`src/rtl/cpu_pkg.sv`:
```
// Shared CPU definitions: instruction field widths, the halt opcode and the fetch FSM states.
// S_HALT exists only when IFETCH_HALT_EN is defined.
package cpu_pkg;

    localparam int unsigned INSTR_W = 16;
    localparam int unsigned OPC_W   = 4;
    localparam int unsigned FUNC_W  = 3;

    localparam logic [OPC_W-1:0] OPC_HALT = 4'b1111;

    typedef enum logic [1:0] {
        S_IDLE,
        S_REQ,
        S_HOLD
`ifdef IFETCH_HALT_EN
        , S_HALT
`endif
    } fetch_state_t;

    function automatic logic [OPC_W-1:0] opcode_of(input logic [INSTR_W-1:0] instr);
        return instr[INSTR_W-1 -: OPC_W];
    endfunction

    function automatic logic [FUNC_W-1:0] func_of(input logic [INSTR_W-1:0] instr);
        return instr[FUNC_W-1:0];
    endfunction

endpackage

```
`src/rtl/ifetch_pc.sv`:
```
// Program counter register with redirect / increment / hold selection.
// Redirect wins over increment; increment wraps modulo 2^PC_W.
module ifetch_pc #(
    parameter int unsigned      PC_W     = 16,
    parameter logic [PC_W-1:0]  RESET_PC = '0
) (
    input  logic            clk,
    input  logic            rst_n,
    input  logic            inc,
    input  logic            load,
    input  logic [PC_W-1:0] load_addr,
    output logic [PC_W-1:0] pc
);

    logic [PC_W-1:0] pc_next;

    always_comb begin
        pc_next = pc;
        if (load) begin
            pc_next = load_addr;
        end else if (inc) begin
            pc_next = pc + PC_W'(1);
        end
    end

    always_ff @(posedge clk or negedge rst_n) begin
        if (!rst_n) begin
            pc <= RESET_PC;
        end else begin
            pc <= pc_next;
        end
    end

endmodule

```
`src/rtl/ifetch_stage.sv`:
```
// Instruction fetch stage: request/hold FSM feeding a one-entry decode register.
// Optional halt support is enabled by defining IFETCH_HALT_EN.
module ifetch_stage
    import cpu_pkg::*;
#(
    parameter int unsigned      PC_W     = 16,
    parameter logic [PC_W-1:0]  RESET_PC = PC_W'(16'h0000)
) (
    input  logic               clk,
    input  logic               rst_n,
    output logic               imem_req,
    output logic [PC_W-1:0]    imem_addr,
    input  logic               imem_ack,
    input  logic [INSTR_W-1:0] imem_rdata,
    input  logic               br_taken,
    input  logic [PC_W-1:0]    br_target,
    input  logic               id_ready,
    output logic               id_valid,
    output logic [INSTR_W-1:0] id_instr,
    output logic [PC_W-1:0]    id_pc,
    output logic [OPC_W-1:0]   id_opcode,
    output logic [FUNC_W-1:0]  id_func,
    output logic               halted
);

    fetch_state_t    state, state_next;
    logic            bubble;
    logic [PC_W-1:0] pc;
    logic            fetch_done;

    // The cycle after a redirect sits in S_REQ with the request masked,
    // giving exactly one dead cycle before fetching at the new target.
    assign imem_req   = (state == S_REQ) && !bubble;
    assign imem_addr  = pc;
    assign fetch_done = imem_req && imem_ack && !br_taken;

    assign id_opcode = opcode_of(id_instr);
    assign id_func   = func_of(id_instr);

`ifdef IFETCH_HALT_EN
    assign halted = (state == S_HALT);
`else
    assign halted = 1'b0;
`endif

    ifetch_pc #(
        .PC_W     (PC_W),
        .RESET_PC (RESET_PC)
    ) u_pc (
        .clk       (clk),
        .rst_n     (rst_n),
        .inc       (fetch_done),
        .load      (br_taken),
        .load_addr (br_target),
        .pc        (pc)
    );

    always_comb begin
        state_next = state;
        case (state)
            S_IDLE: state_next = S_REQ;
            S_REQ: begin
                if (imem_ack && !bubble) begin
                    state_next = S_HOLD;
                end
            end
            S_HOLD: begin
                if (id_ready) begin
`ifdef IFETCH_HALT_EN
                    state_next = (id_opcode == OPC_HALT) ? S_HALT : S_REQ;
`else
                    state_next = S_REQ;
`endif
                end
            end
`ifdef IFETCH_HALT_EN
            S_HALT: state_next = S_HALT;
`endif
            default: state_next = S_IDLE;
        endcase
        if (br_taken) begin
            state_next = S_REQ;
        end
    end

    always_ff @(posedge clk or negedge rst_n) begin
        if (!rst_n) begin
            state  <= S_IDLE;
            bubble <= 1'b0;
        end else begin
            state  <= state_next;
            bubble <= br_taken;
        end
    end

    always_ff @(posedge clk or negedge rst_n) begin
        if (!rst_n) begin
            id_valid <= 1'b0;
            id_instr <= '0;
            id_pc    <= '0;
        end else if (br_taken) begin
            id_valid <= 1'b0;
        end else if (fetch_done) begin
            id_instr <= imem_rdata;
            id_pc    <= pc;
            id_valid <= 1'b1;
        end else if ((state == S_HOLD) && id_ready) begin
            id_valid <= 1'b0;
        end
    end

endmodule

```
`config.mk`:
```
export PLATFORM = sky130hd
export DESIGN_NAME = ifetch_stage
export DESIGN_NICKNAME = d
export VERILOG_FILES = /design/src/rtl/cpu_pkg.sv /design/src/rtl/ifetch_pc.sv /design/src/rtl/ifetch_stage.sv
export SDC_FILE = /design/constraint.sdc
export NUM_CORES = 1
export LEC_CHECK = 0
export ABC_CLOCK_PERIOD_IN_PS = 5690
export BUFFER_PORTS_ARGS = -buffer_cell sky130_fd_sc_hd__buf_2
export CORE_MARGIN = 4
export CORE_UTILIZATION = 23
export DETAILED_ROUTE_END_ITERATION = 6
export PLACE_DENSITY = 0.49
export SYNTH_ARGS = -nofsm -noshare
export SYNTH_HDL_FRONTEND = slang
export SYNTH_HIERARCHICAL = 1
export SYNTH_SLANG_ARGS = --single-unit
```
`constraint.sdc`:
```
create_clock -name clk -period 5.69 [get_ports clk]
set_clock_uncertainty 0.2 [all_clocks]
set_input_delay 0.569 -clock clk [delete_from_list [all_inputs] [get_ports clk]]
set_output_delay 0.569 -clock clk [all_outputs]
set_load 0.03 [all_outputs]
```
==> impl_metrics.py <==
metrics = {
    "clock_network": {
        "cts_setup_buffers": 0,
        "cts_hold_buf": 0,
        "cts_max_level": 2,
        "clock_path_buffers": 2,
        "cts_resized": 0,
        "clock_latency_ps": 300,
        "tritoncts": "yes",
        "cts_sinks": 52,
        "clk_transition_reported_paths_ps": 90,
        "cts_root_buf": "clkbuf_8",
        "cts_inserted_buffers": 5,
    },
    "synth": {
        "async_flop_share_pct": 100,
        "synth_cells": 191,
        "synth.avg_cell_area_um2": 13.1,
        "synth_edf_count": 0,
        "syn_area_mm2": 0.00250,
        "ys_warn_count": 6,
        "yosysSeqAreaShare_pct": 52.0,
        "syn_nets": 229,
        "synth-seq-cells": 52,
        "ys_types": 39,
        "synthFlopType": "dfrtp_1",
    },
    "timing": {
        "report.final.slew_viol_count": 0,
        "hold_viol": 0,
        "fmax_mhz": 343,
        "tightest_slew_ps": 689,
        "maxSlewHeadroom_pct": 54.0,
        "fin_tns_setup_ps": 0,
        "rsz0062_at_grt": "no",
        "fin_crit_sh_pct": 51.3,
        "post-route-min-period_ps": 2920,
        "whs_ps": 182,
        "setup_violations": 0,
    },
    "placed_design": {
        "dpl_cell_area_mm2": 0.00303,
        "io_buffer_count": 93,
        "routabilityCongestion": 0.729,
        "place_hpwl_mm": 4.15,
    },
    "power_and_ir_drop": {
        "p_leak_nw": 1.56,
        "p_per_area_mw_per_mm2": 354,
        "ir_drop_mv": 0.116,
        "switching_share_pct": 37.7,
        "p_sw_mw": 0.416,
        "p_int_mw": 0.688,
        "p_clk_share_pct": 19.6,
        "seqPwrFrac_pct": 44.5,
        "power_frac_comb_pct": 35.8,
    },
    "min_path": {
        "hold_class": "input pin to asynchronous set/reset pin",
    },
    "floorplanning": {
        "ios": 95,
        "die_area_mm2": 0.0126,
        "die_x_um": 112,
        "coreArea_mm2": 0.0105,
        "placementRows": 37,
        "start_util_pct": 23.9,
        "die_y_um": 112,
    },
    "finish": {
        "final_area_mm2": 0.00312,
        "final_core_util_pct": 29.8,
        "drive_above_1_share_pct": 51.6,
        "area_growth_syn_to_layout_pct": 24.6,
        "final_nets": 314,
        "diodes": 0,
    },
    "worst_setup_path": {
        "path_max_fanout": 38,
        "crit_arrival_ps": 2900,
        "critical_path_required_ps": 5670,
        "start_kind": "input pin",
        "critPathKind": "input pin to flop",
        "cp-end-kind": "flop",
    },
    "route": {
        "antenna_left": 0,
        "drt_wl_total_mm": 5.83,
        "vias": 1728,
        "drt_iter0_drc": 29,
        "drcViolationCount": 0,
        "avgViaCountPerCell": 4.18,
        "drt_first_pass_iters": 4,
        "wl_per_cell_um": 14.1,
    },
    "global_route": {
        "grt.overflow.total": 0,
        "grt_first_pass_wirelength_mm": 9.38,
        "antenna_found_initial": 0,
        "grt_pass1_vias": 1767,
        "track_usage_pct": 9.20,
        "grt_start_max_net_pins": 53,
    },
    "job": {
        "maxCapViolCount": 0,
    },
    "status": {
        "outcome": "finished, final reports clean",
    },
}
==> final timing paths <==
path	start	endpoint	slack [ps]	cells past startpoint
min in group clk	id_ready	state[1]	240	2
max	br_taken	u_pc/pc[14]	2770	6
max reg2reg	state[1]	u_pc/pc[15]	2810	7
max in group asynchronous	rst_n	u_pc/pc[14]	4650	2
min reg2reg	state[0]	state[1]	310	1
min	rst_n	id_pc[11]	180	2
==> logic make-up after synthesis <==
logic type / Yosys count / share of synthesized area [%]
fa+ha+maj: 1 / 0.500
simple gates: 47 / 13.1
flops: 52 / 52.0
mux: 33 / 19.0
xor+xnor: 12 / 4.20
other cells: 1 / 0.150
compound gates: 22 / 5.35
buf+inv: 23 / 5.75
==> synthesized netlist by cell type (2+ instances only) <==
cell | count | area share, %
nand2_1 | 19 | 2.8
and4_2 | 3 | 1.2
nand3_1 | 4 | 0.80
dfrtp_1 | 52 | 52
nand4_1 | 3 | 0.75
buf_4 | 9 | 2.7
a31oi_1 | 2 | 0.50
mux2_2 | 4 | 1.8
nor3_1 | 2 | 0.40
clkbuf_1 | 3 | 0.45
o31a_1 | 2 | 0.70
inv_1 | 7 | 1.0
nand4_4 | 2 | 1.7
xor2_1 | 5 | 1.7
buf_6 | 3 | 1.3
o21ai_0 | 12 | 2.4
nor2_1 | 2 | 0.30
xnor2_1 | 7 | 2.4
mux2_4 | 28 | 17
nand2b_1 | 3 | 0.75
==> cell usage in the layout, fill, tap and decap left out, types with 4 or more instances in the layout <==
cell / synthesis / routed
buf_2: 1 / 93
xnor2_1: 7 / 7
clkbuf_8: 0 / 6
nand2_1: 19 / 19
mux2_4: 28 / 28
mux2_2: 4 / 4
o21ai_0: 12 / 12
dfrtp_1: 52 / 52
inv_1: 7 / 7
nand3_1: 4 / 4
xor2_1: 5 / 5
==> worst max-delay path, stage by stage <==
cell      delay, ps
buf_2           460
nand3b_4        680
inv_1           290
and4_1          380
and4_2          250
o31a_1          230
==> layout make-up <==
class / count / area [um2]
clock buffer: 8 / 90.1
fill: 1119 / 7340
inverter: 7 / 26.3
multi-input combinational: 116 / 1060
sequential: 52 / 1300
tap: 136 / 170
timing repair buffer: 94 / 473
==> state kept, by name, indices dropped and copies added, names as in the netlist <==
name      cells
id_instr     16
id_pc        16
id_valid      1
bubble        1
state         2
u_pc/pc      16
==> layer usage <==
layer  up-vias  global-route usage (%)  wire length (um)
li1        830                       -                 -
met1       826                    12.4              2730
met2        67                    14.2              2580
met3         5                    3.02               468
met4         0                    2.40                48
met5         -                       0                 0
==> through the flow <==
step	total power [mW]	std cells	setup slack (ps)
after global routing	1.17	413	2560
after CTS	1.13	413	2720
after detailed placement	0.900	405	2400
after global placement	0.899	405	2460
final	1.10	413	2770
after floorplan	0.788	191	3260
==> power by group through the flow <==
stage	logic, mW	clock network (mW)	registers (mW)
2_1_floorplan	0.159	0	0.630
3_3_place_gp	0.401	0	0.498
3_5_place_dp	0.400	0	0.500
4_1_cts	0.402	0.233	0.493
5_1_grt	0.418	0.247	0.503
6_report	0.396	0.217	0.492
(Power assumes the default switching activity.)
